<file path="src/rtl/status_readback_pkg.sv">
// Shared types and constants for the status readback engine: FSM encoding,
// header layout and length limits.
package status_readback_pkg;

  typedef enum logic [1:0] {
    StIdle,
    StHdr,
    StRead,
    StDrain
  } state_e;

  localparam logic [15:0] HDR_TAG_DEFAULT = 16'hA55A;
  localparam int unsigned MAX_LEN         = 128;

  // Header word: {tag[15:0], 1'b0, addr[6:0], len[7:0], seq[15:0], 16'h0000}
  localparam int unsigned HDR_TAG_LSB  = 48;
  localparam int unsigned HDR_ADDR_LSB = 40;
  localparam int unsigned HDR_LEN_LSB  = 32;
  localparam int unsigned HDR_SEQ_LSB  = 16;

  function automatic logic [7:0] clamp_len(input logic [7:0] len);
    return (len > 8'(MAX_LEN)) ? 8'(MAX_LEN) : len;
  endfunction

  function automatic logic [63:0] make_hdr(input logic [15:0] tag, input logic [6:0] addr,
                                           input logic [7:0] len, input logic [15:0] seq);
    logic [63:0] hdr;
    hdr = '0;
    hdr[HDR_TAG_LSB +: 16] = tag;
    hdr[HDR_ADDR_LSB +: 7] = addr;
    hdr[HDR_LEN_LSB +: 8]  = len;
    hdr[HDR_SEQ_LSB +: 16] = seq;
    return hdr;
  endfunction

endpackage

</file>
<file path="src/rtl/status_rd_fifo.sv">
// Synchronous first-word-fall-through FIFO; the head entry is visible whenever
// the FIFO is not empty.
module status_rd_fifo #(
  parameter int unsigned WIDTH = 65,
  parameter int unsigned DEPTH = 4,
  localparam int unsigned CW   = $clog2(DEPTH + 1)
) (
  input  logic             i_clk,
  input  logic             i_rst_n,
  input  logic             i_push,
  input  logic [WIDTH-1:0] i_data,
  input  logic             i_pop,
  output logic [WIDTH-1:0] o_head,
  output logic [CW-1:0]    o_count,
  output logic             o_empty,
  output logic             o_full
);

  localparam int unsigned AW = (DEPTH > 1) ? $clog2(DEPTH) : 1;

  logic [WIDTH-1:0] r_mem [DEPTH];
  logic [AW-1:0]    r_wr_ptr;
  logic [AW-1:0]    r_rd_ptr;
  logic [CW-1:0]    r_count;
  logic             w_push;
  logic             w_pop;

  function automatic logic [AW-1:0] ptr_inc(input logic [AW-1:0] p);
    return (p == AW'(DEPTH - 1)) ? '0 : p + AW'(1);
  endfunction

  assign o_empty = (r_count == '0);
  assign o_full  = (r_count == CW'(DEPTH));
  assign w_push  = i_push & ~o_full;
  assign w_pop   = i_pop & ~o_empty;
  assign o_head  = r_mem[r_rd_ptr];
  assign o_count = r_count;

  always_ff @(posedge i_clk) begin
    if (w_push) r_mem[r_wr_ptr] <= i_data;
  end

  always_ff @(posedge i_clk or negedge i_rst_n) begin
    if (!i_rst_n) begin
      r_wr_ptr <= '0;
      r_rd_ptr <= '0;
      r_count  <= '0;
    end else begin
      if (w_push) r_wr_ptr <= ptr_inc(r_wr_ptr);
      if (w_pop)  r_rd_ptr <= ptr_inc(r_rd_ptr);
      case ({w_push, w_pop})
        2'b10:   r_count <= r_count + CW'(1);
        2'b01:   r_count <= r_count - CW'(1);
        default: r_count <= r_count;
      endcase
    end
  end

endmodule

</file>
<file path="src/rtl/status_readback.sv">
// Status RAM readback engine: on request, emits a header word then the
// requested RAM words as a framed stream, with credit-based flow control.
module status_readback
  import status_readback_pkg::*;
#(
  parameter int unsigned RD_LAT     = 2,
  parameter int unsigned FIFO_DEPTH = 4,
  parameter logic [15:0] HDR_TAG    = HDR_TAG_DEFAULT
) (
  input  logic        sys_clk,
  input  logic        rst_n,
  input  logic        req_valid,
  output logic        req_ready,
  input  logic [6:0]  req_addr,
  input  logic [7:0]  req_len,
  output logic [6:0]  status_ram_addr,
  output logic        status_ram_rd_en,
  input  logic [63:0] status_ram_data,
  input  logic        status_ram_data_vld,
  output logic [63:0] m_data,
  output logic        m_valid,
  input  logic        m_ready,
  output logic        m_last,
  output logic        busy,
  output logic        err_unexp
);

  localparam int unsigned CW          = $clog2(FIFO_DEPTH + 1);
  localparam logic [CW:0] DEPTH_LIMIT = (CW + 1)'(FIFO_DEPTH);

  state_e            r_state, w_state_nxt;
  logic [6:0]        r_addr, r_rd_addr;
  logic [7:0]        r_len, r_remaining;
  logic [15:0]       r_seq;
  logic [CW-1:0]     r_inflight;
  logic [RD_LAT-1:0] r_tag_pipe;
  logic              r_err;

  logic              w_accept, w_hdr_push, w_issue, w_issue_last, w_frame_done;
  logic              w_credit, w_vld_ok, w_vld_bad, w_push, w_pop;
  logic [64:0]       w_push_data, w_fifo_head;
  logic [CW-1:0]     w_fifo_count;
  logic              w_fifo_empty, w_fifo_full;

  // Reserve a FIFO slot for every word already pushed or still in the RAM pipe.
  assign w_credit     = ({1'b0, w_fifo_count} + {1'b0, r_inflight}) < DEPTH_LIMIT;
  assign w_vld_ok     = status_ram_data_vld & (r_inflight != '0);
  assign w_vld_bad    = status_ram_data_vld & (r_inflight == '0);
  assign w_pop        = ~w_fifo_empty & m_ready;
  assign w_issue_last = w_issue & (r_remaining == 8'd1);
  assign w_push       = w_hdr_push | w_vld_ok;
  assign w_push_data  = w_hdr_push ? {(r_len == 8'd0), make_hdr(HDR_TAG, r_addr, r_len, r_seq)}
                                   : {r_tag_pipe[RD_LAT-1], status_ram_data};

  always_comb begin
    w_state_nxt  = r_state;
    w_accept     = 1'b0;
    w_hdr_push   = 1'b0;
    w_issue      = 1'b0;
    w_frame_done = 1'b0;
    case (r_state)
      StIdle: begin
        if (req_valid) begin
          w_accept    = 1'b1;
          w_state_nxt = StHdr;
        end
      end
      StHdr: begin
        if (w_credit) begin
          w_hdr_push  = 1'b1;
          w_state_nxt = (r_len == 8'd0) ? StDrain : StRead;
        end
      end
      StRead: begin
        if (w_credit) begin
          w_issue = 1'b1;
          if (r_remaining == 8'd1) w_state_nxt = StDrain;
        end
      end
      StDrain: begin
        if (w_pop && w_fifo_head[64]) begin
          w_frame_done = 1'b1;
          w_state_nxt  = StIdle;
        end
      end
      default: w_state_nxt = StIdle;
    endcase
  end

  always_ff @(posedge sys_clk or negedge rst_n) begin
    if (!rst_n) begin
      r_state     <= StIdle;
      r_addr      <= '0;
      r_len       <= '0;
      r_rd_addr   <= '0;
      r_remaining <= '0;
      r_seq       <= '0;
      r_inflight  <= '0;
      r_tag_pipe  <= '0;
      r_err       <= 1'b0;
    end else begin
      r_state <= w_state_nxt;
      if (w_accept) begin
        r_addr <= req_addr;
        r_len  <= clamp_len(req_len);
      end
      if (w_hdr_push) begin
        r_rd_addr   <= r_addr;
        r_remaining <= r_len;
      end
      if (w_issue) begin
        r_rd_addr   <= r_rd_addr + 7'd1;
        r_remaining <= r_remaining - 8'd1;
      end
      case ({w_issue, w_vld_ok})
        2'b10:   r_inflight <= r_inflight + CW'(1);
        2'b01:   r_inflight <= r_inflight - CW'(1);
        default: r_inflight <= r_inflight;
      endcase
      r_tag_pipe[0] <= w_issue_last;
      for (int i = 1; i < RD_LAT; i++) r_tag_pipe[i] <= r_tag_pipe[i-1];
      if (w_frame_done) r_seq <= r_seq + 16'd1;
      if (w_vld_bad) r_err <= 1'b1;
    end
  end

  status_rd_fifo #(
    .WIDTH (65),
    .DEPTH (FIFO_DEPTH)
  ) u_fifo (
    .i_clk   (sys_clk),
    .i_rst_n (rst_n),
    .i_push  (w_push),
    .i_data  (w_push_data),
    .i_pop   (w_pop),
    .o_head  (w_fifo_head),
    .o_count (w_fifo_count),
    .o_empty (w_fifo_empty),
    .o_full  (w_fifo_full)
  );

  // Credit accounting must make a push into a full FIFO impossible.
  assert property (@(posedge sys_clk) disable iff (!rst_n) !(w_push && w_fifo_full));

  assign req_ready        = (r_state == StIdle);
  assign busy             = (r_state != StIdle);
  assign status_ram_rd_en = w_issue;
  assign status_ram_addr  = r_rd_addr;
  assign m_valid          = ~w_fifo_empty;
  assign m_last           = ~w_fifo_empty & w_fifo_head[64];
  assign m_data           = w_fifo_empty ? 64'd0 : w_fifo_head[63:0];
  assign err_unexp        = r_err;

endmodule

</file>
<file path="config.mk">
export PLATFORM = sky130hd
export DESIGN_NAME = status_readback
export DESIGN_NICKNAME = d
export VERILOG_FILES = /design/src/rtl/status_readback_pkg.sv /design/src/rtl/status_rd_fifo.sv /design/src/rtl/status_readback.sv
export SDC_FILE = /design/constraint.sdc
export NUM_CORES = 1
export LEC_CHECK = 0
export CORE_AREA = 2 2 177 179
export CTS_CLUSTER_SIZE = 30
export DETAILED_ROUTE_END_ITERATION = 10
export DIE_AREA = 0 0 179 181
export PLACE_DENSITY = 0.66
export SETUP_SLACK_MARGIN = 0.5
export SLEW_MARGIN = 20
export SYNTH_ARGS = -nofsm -noshare
export SYNTH_HDL_FRONTEND = slang
export SYNTH_SLANG_ARGS = --single-unit
export TNS_END_PERCENT = 20
</file>
<file path="constraint.sdc">
create_clock -name sys_clk -period 5.5 [get_ports sys_clk]
set_clock_uncertainty 0.2 [all_clocks]
set_input_delay 1.375 -clock sys_clk [delete_from_list [all_inputs] [get_ports sys_clk]]
set_output_delay 1.375 -clock sys_clk [all_outputs]
set_load 0.05 [all_outputs]
</file>
==> reports/qor.log <==
INFO  yosys          asyncSetResetFlopFracSynth=19.00%
INFO  place          port_buffers=160
INFO  grt            grt_pass1_wl=43.30mm
INFO  place          gp_routability_congestion=0.8089
INFO  detailed_routing drc=0
INFO  power_and_ir_drop clock_power_share=18.9%
INFO  grt            first_global_vias=7580
INFO  sta            relative_slew_margins=31.27%
INFO  yosys          synth.top_cells.by_count=sky130_fd_sc_hd__edfxtp_1, sky130_fd_sc_hd__and2_1, sky130_fd_sc_hd__mux4_2, sky130_fd_sc_hd__dfrtp_1, sky130_fd_sc_hd__mux2_2
INFO  hold_path      hp-class=flop to flop
INFO  yosys          ys_top_cells_by_area=sky130_fd_sc_hd__edfxtp_1, sky130_fd_sc_hd__dfrtp_1, sky130_fd_sc_hd__mux4_2
INFO  detailed_routing routed_via_density=5.352
INFO  sta            finalSetupViolations=0
INFO  power_and_ir_drop power.density_cell_area=655.9mW/mm²
INFO  final_layout   net_count_final=1064
INFO  yosys          synth_largest_area_cell=sky130_fd_sc_hd__edfxtp_1
INFO  power_and_ir_drop vdd_drop_max=0.4152mV
INFO  critical_path  critPathKind=flop to output port
INFO  detailed_routing dr.first_iter.drc_count=489
INFO  cts            ctsRootBufferMaster=sky130_fd_sc_hd__clkbuf_16
INFO  floorplan      placeableCoreArea=0.03035mm²
INFO  floorplan      die_w=179µm
INFO  run            maxCapViolations=0
INFO  sta            final.period_utilization=84.40%
INFO  critical_path  crit_slowest_cell=sky130_fd_sc_hd__or3_2
INFO  yosys          top_count_cell_post_synth=sky130_fd_sc_hd__edfxtp_1
INFO  floorplan      die_area=0.03240mm²
INFO  floorplan      floorplan.rows=64
INFO  cts            numCtsBuffers=34
INFO  yosys          synth-main-ff-cell=sky130_fd_sc_hd__edfxtp_1
INFO  yosys          syn-mean-instance-area=17.13µm²
INFO  power_and_ir_drop pwr-share-comb=46.1%
INFO  cts            cts_post_setup_buffers_inserted=0
INFO  final_layout   post_route_cells_drive_above_1_share=19.11%
INFO  yosys          synth_edf_count=260
INFO  critical_path  cp.required=3.92ns
INFO  grt            grt_max_degree=69
INFO  sta            hold_violations_final=0
INFO  yosys          synth.top_cell.area_share=57.83%
INFO  place          placedInstanceArea=0.01561mm²
INFO  critical_path  critical-path-top-delay-family=simple AND/OR/NAND/NOR gates
INFO  floorplan      start_util=44.48%
INFO  final_layout   n_antenna_cell=0
INFO  yosys          synth.cell_area=0.01350mm²
INFO  cts            tritoncts=built
INFO  sta            timing_worst_slew_pin_value=1.031ns
INFO  sta            fin_tns_setup=0ns
INFO  cts            clock_sink_count=321
INFO  final_layout   final_cells=1380
INFO  cts            post_cts_hold_buffer_count=0
INFO  status         run_status=finished, final reports clean
INFO  final_layout   final_design_area_no_fill=0.01662mm²
INFO  sta            timing_max_transition_violations_final=0
INFO  detailed_routing num_vias=7386
INFO  yosys          synth-seq-cells=321
INFO  cts            resize_count_post_cts=0
INFO  power_and_ir_drop p_int=6574µW
INFO  place          dp_hpwl=16.94mm
INFO  detailed_routing detailedRoute.firstPassIterationCount=5
INFO  grt            globalRouteTotalUtil=17.59%
INFO  yosys          syn_inst=788
INFO  cts            clock_path_buffers=3
INFO  yosys          count_of_distinct_cell_types_in_the_synthesized_netlist=47
INFO  cts            path_clk_slew=0.06ns
INFO  grt            antenna_violations_before_repair=0
INFO  critical_path  worstPathArrival=3.07ns
INFO  floorplan      pin_count=161
INFO  critical_path  worstPathMaxFanout=51
INFO  detailed_routing avgRoutedWirePerCell=20.09µm
INFO  critical_path  worstPathBufferInverterCount=2
INFO  detailed_routing drtAntennaViolNets=0
INFO  power_and_ir_drop total_switching_power=4325µW
INFO  floorplan      dieHeight=181µm
INFO  sta            period_needed=4.642ns
INFO  final_layout   area_growth_syn_to_layout=23.09%
INFO  place          post-place-cells=1321
INFO  sta            rsz_0062_raised_after_global_routing=false
INFO  critical_path  timing.critical_path.from_type=flop
INFO  cts            clock_insertion_delay_worst_skew=0.50ns
INFO  detailed_routing wirelength=27.72mm
INFO  cts            htreeDepth=2
INFO  sta            fmax=215.4MHz
INFO  critical_path  max_stage_delay=0.95ns
INFO  grt            overflow=0
INFO  critical_path  worstPathCellList=or3_2 > buf_4 > and2_1 > clkdlybuf4s50_1
INFO  power_and_ir_drop power_switching_share=39.69%
INFO  yosys          yosysWarnings=0
INFO  power_and_ir_drop cellLeakagePower=0.005789µW
INFO  critical_path  end_kind=output port
INFO  yosys          mappedNetlistNets=891
INFO  power_and_ir_drop pwr-share-seq=35.0%
INFO  yosys          seq_area_frac_synth=69.14%
-- cells in the final DEF, fill, tap and decap left out, drive strengths merged, types with 2 or more instances in the layout --
cell / n
a21oi: 13
a31oi: 5
and2: 97
and3: 6
and4: 4
buf: 16
clkbuf: 45
clkdlybuf4s50: 159
clkinv: 12
dfrtp: 61
edfxtp: 260
fa: 2
ha: 17
inv: 22
mux2: 42
mux2i: 2
mux4: 65
nand2: 24
nand2b: 17
nand3: 18
nand4: 4
nor2: 12
nor3: 4
nor4: 3
o211ai: 2
o21ai: 25
o22ai: 10
o31ai: 2
xnor2: 16
xor2: 5
-- per-layer routing --
metal	part of all wire [%]	up-vias	global-route usage (%)
met5	0	-	0
met4	1.6	0	4.033
met3	5.1	35	2.462
met2	49	216	28.60
met1	44	3759	25.29
li1	-	3376	-
-- final timing paths --
path | start | to | slack, ns | cells past startpoint
max | u_fifo.o_count[0] | m_data[15] | 0.86 | 4
min | r_tag_pipe[0] | r_tag_pipe[1] | 0.15 | 0
max reg2reg | r_inflight[2] | u_fifo.r_mem[0][56] | 1.69 | 7
min reg2reg | r_tag_pipe[0] | r_tag_pipe[1] | 0.15 | 0
max in group asynchronous | rst_n | r_seq[2] | 3.47 | 2
min in group asynchronous | rst_n | status_ram_addr[3] | 0.65 | 1
-- power groups by stage --
stage / combinational [µW] / clock [µW] / sequential (µW)
final: 5030 / 2060 / 3810
after global routing: 5370 / 2220 / 3890
after CTS: 5110 / 2110 / 3820
after detailed placement: 5090 / 0 / 3870
after global placement: 5050 / 0 / 3840
after floorplan: 3530 / 0 / 3760
-- cell families (layout without fill, tap and decap cells) --
group           after synthesis  count (layout)  synth area share [%]
mux                         109             109                 14.49
flops                       321             321                 69.14
buf+inv                      59             255                 1.807
xor+xnor                     21              21                 1.362
fa+ha+maj                    19              19                 1.872
compound gates               66              66                 2.919
simple gates                193             193                 8.406
-- sequential cells by signal, summed over array words and instances (netlist names), 3 cells and up --
register / flops
u_fifo.r_mem: 260
u_fifo.o_count: 3
r_seq: 16
r_len: 8
r_inflight: 3
r_remaining: 8
status_ram_addr: 7
r_addr: 7
-- worst register-to-register path, cell delays in order (launching register included) --
cell,delay (ns)
sky130_fd_sc_hd__dfrtp_1,0.41
sky130_fd_sc_hd__ha_1,0.31
sky130_fd_sc_hd__nor3_1,0.35
sky130_fd_sc_hd__and2_1,0.55
sky130_fd_sc_hd__nand2_2,0.11
sky130_fd_sc_hd__a32oi_1,0.52
sky130_fd_sc_hd__and2_4,0.67
sky130_fd_sc_hd__buf_4,0.36
-- area by class of cell --
| type | instances | area (µm²) |
|---|---|---|
| Tap cell | 396 | 495.5 |
| Fill cell | 2449 | 13730 |
| Multi-Input combinational cell | 408 | 3936 |
| Timing Repair Buffer | 175 | 1759 |
| Sequential cell | 321 | 9341 |
| Clock inverter | 14 | 72.57 |
| Inverter | 21 | 78.83 |
| Clock buffer | 45 | 933.4 |
-- stage by stage --
step	utilization, %	power (µW)	setup WS [ns]	hold WS [ns]
after floorplan	-	7293	1.495	0.1312
after global placement	51.44	8894	1.336	0.1354
after detailed placement	51.44	8960	1.296	0.1356
after CTS	54.75	11040	0.7804	0.1486
after global routing	54.75	11470	0.6508	0.1654
final	54.75	10900	0.8579	0.1536
(Power assumes the default switching activity.)
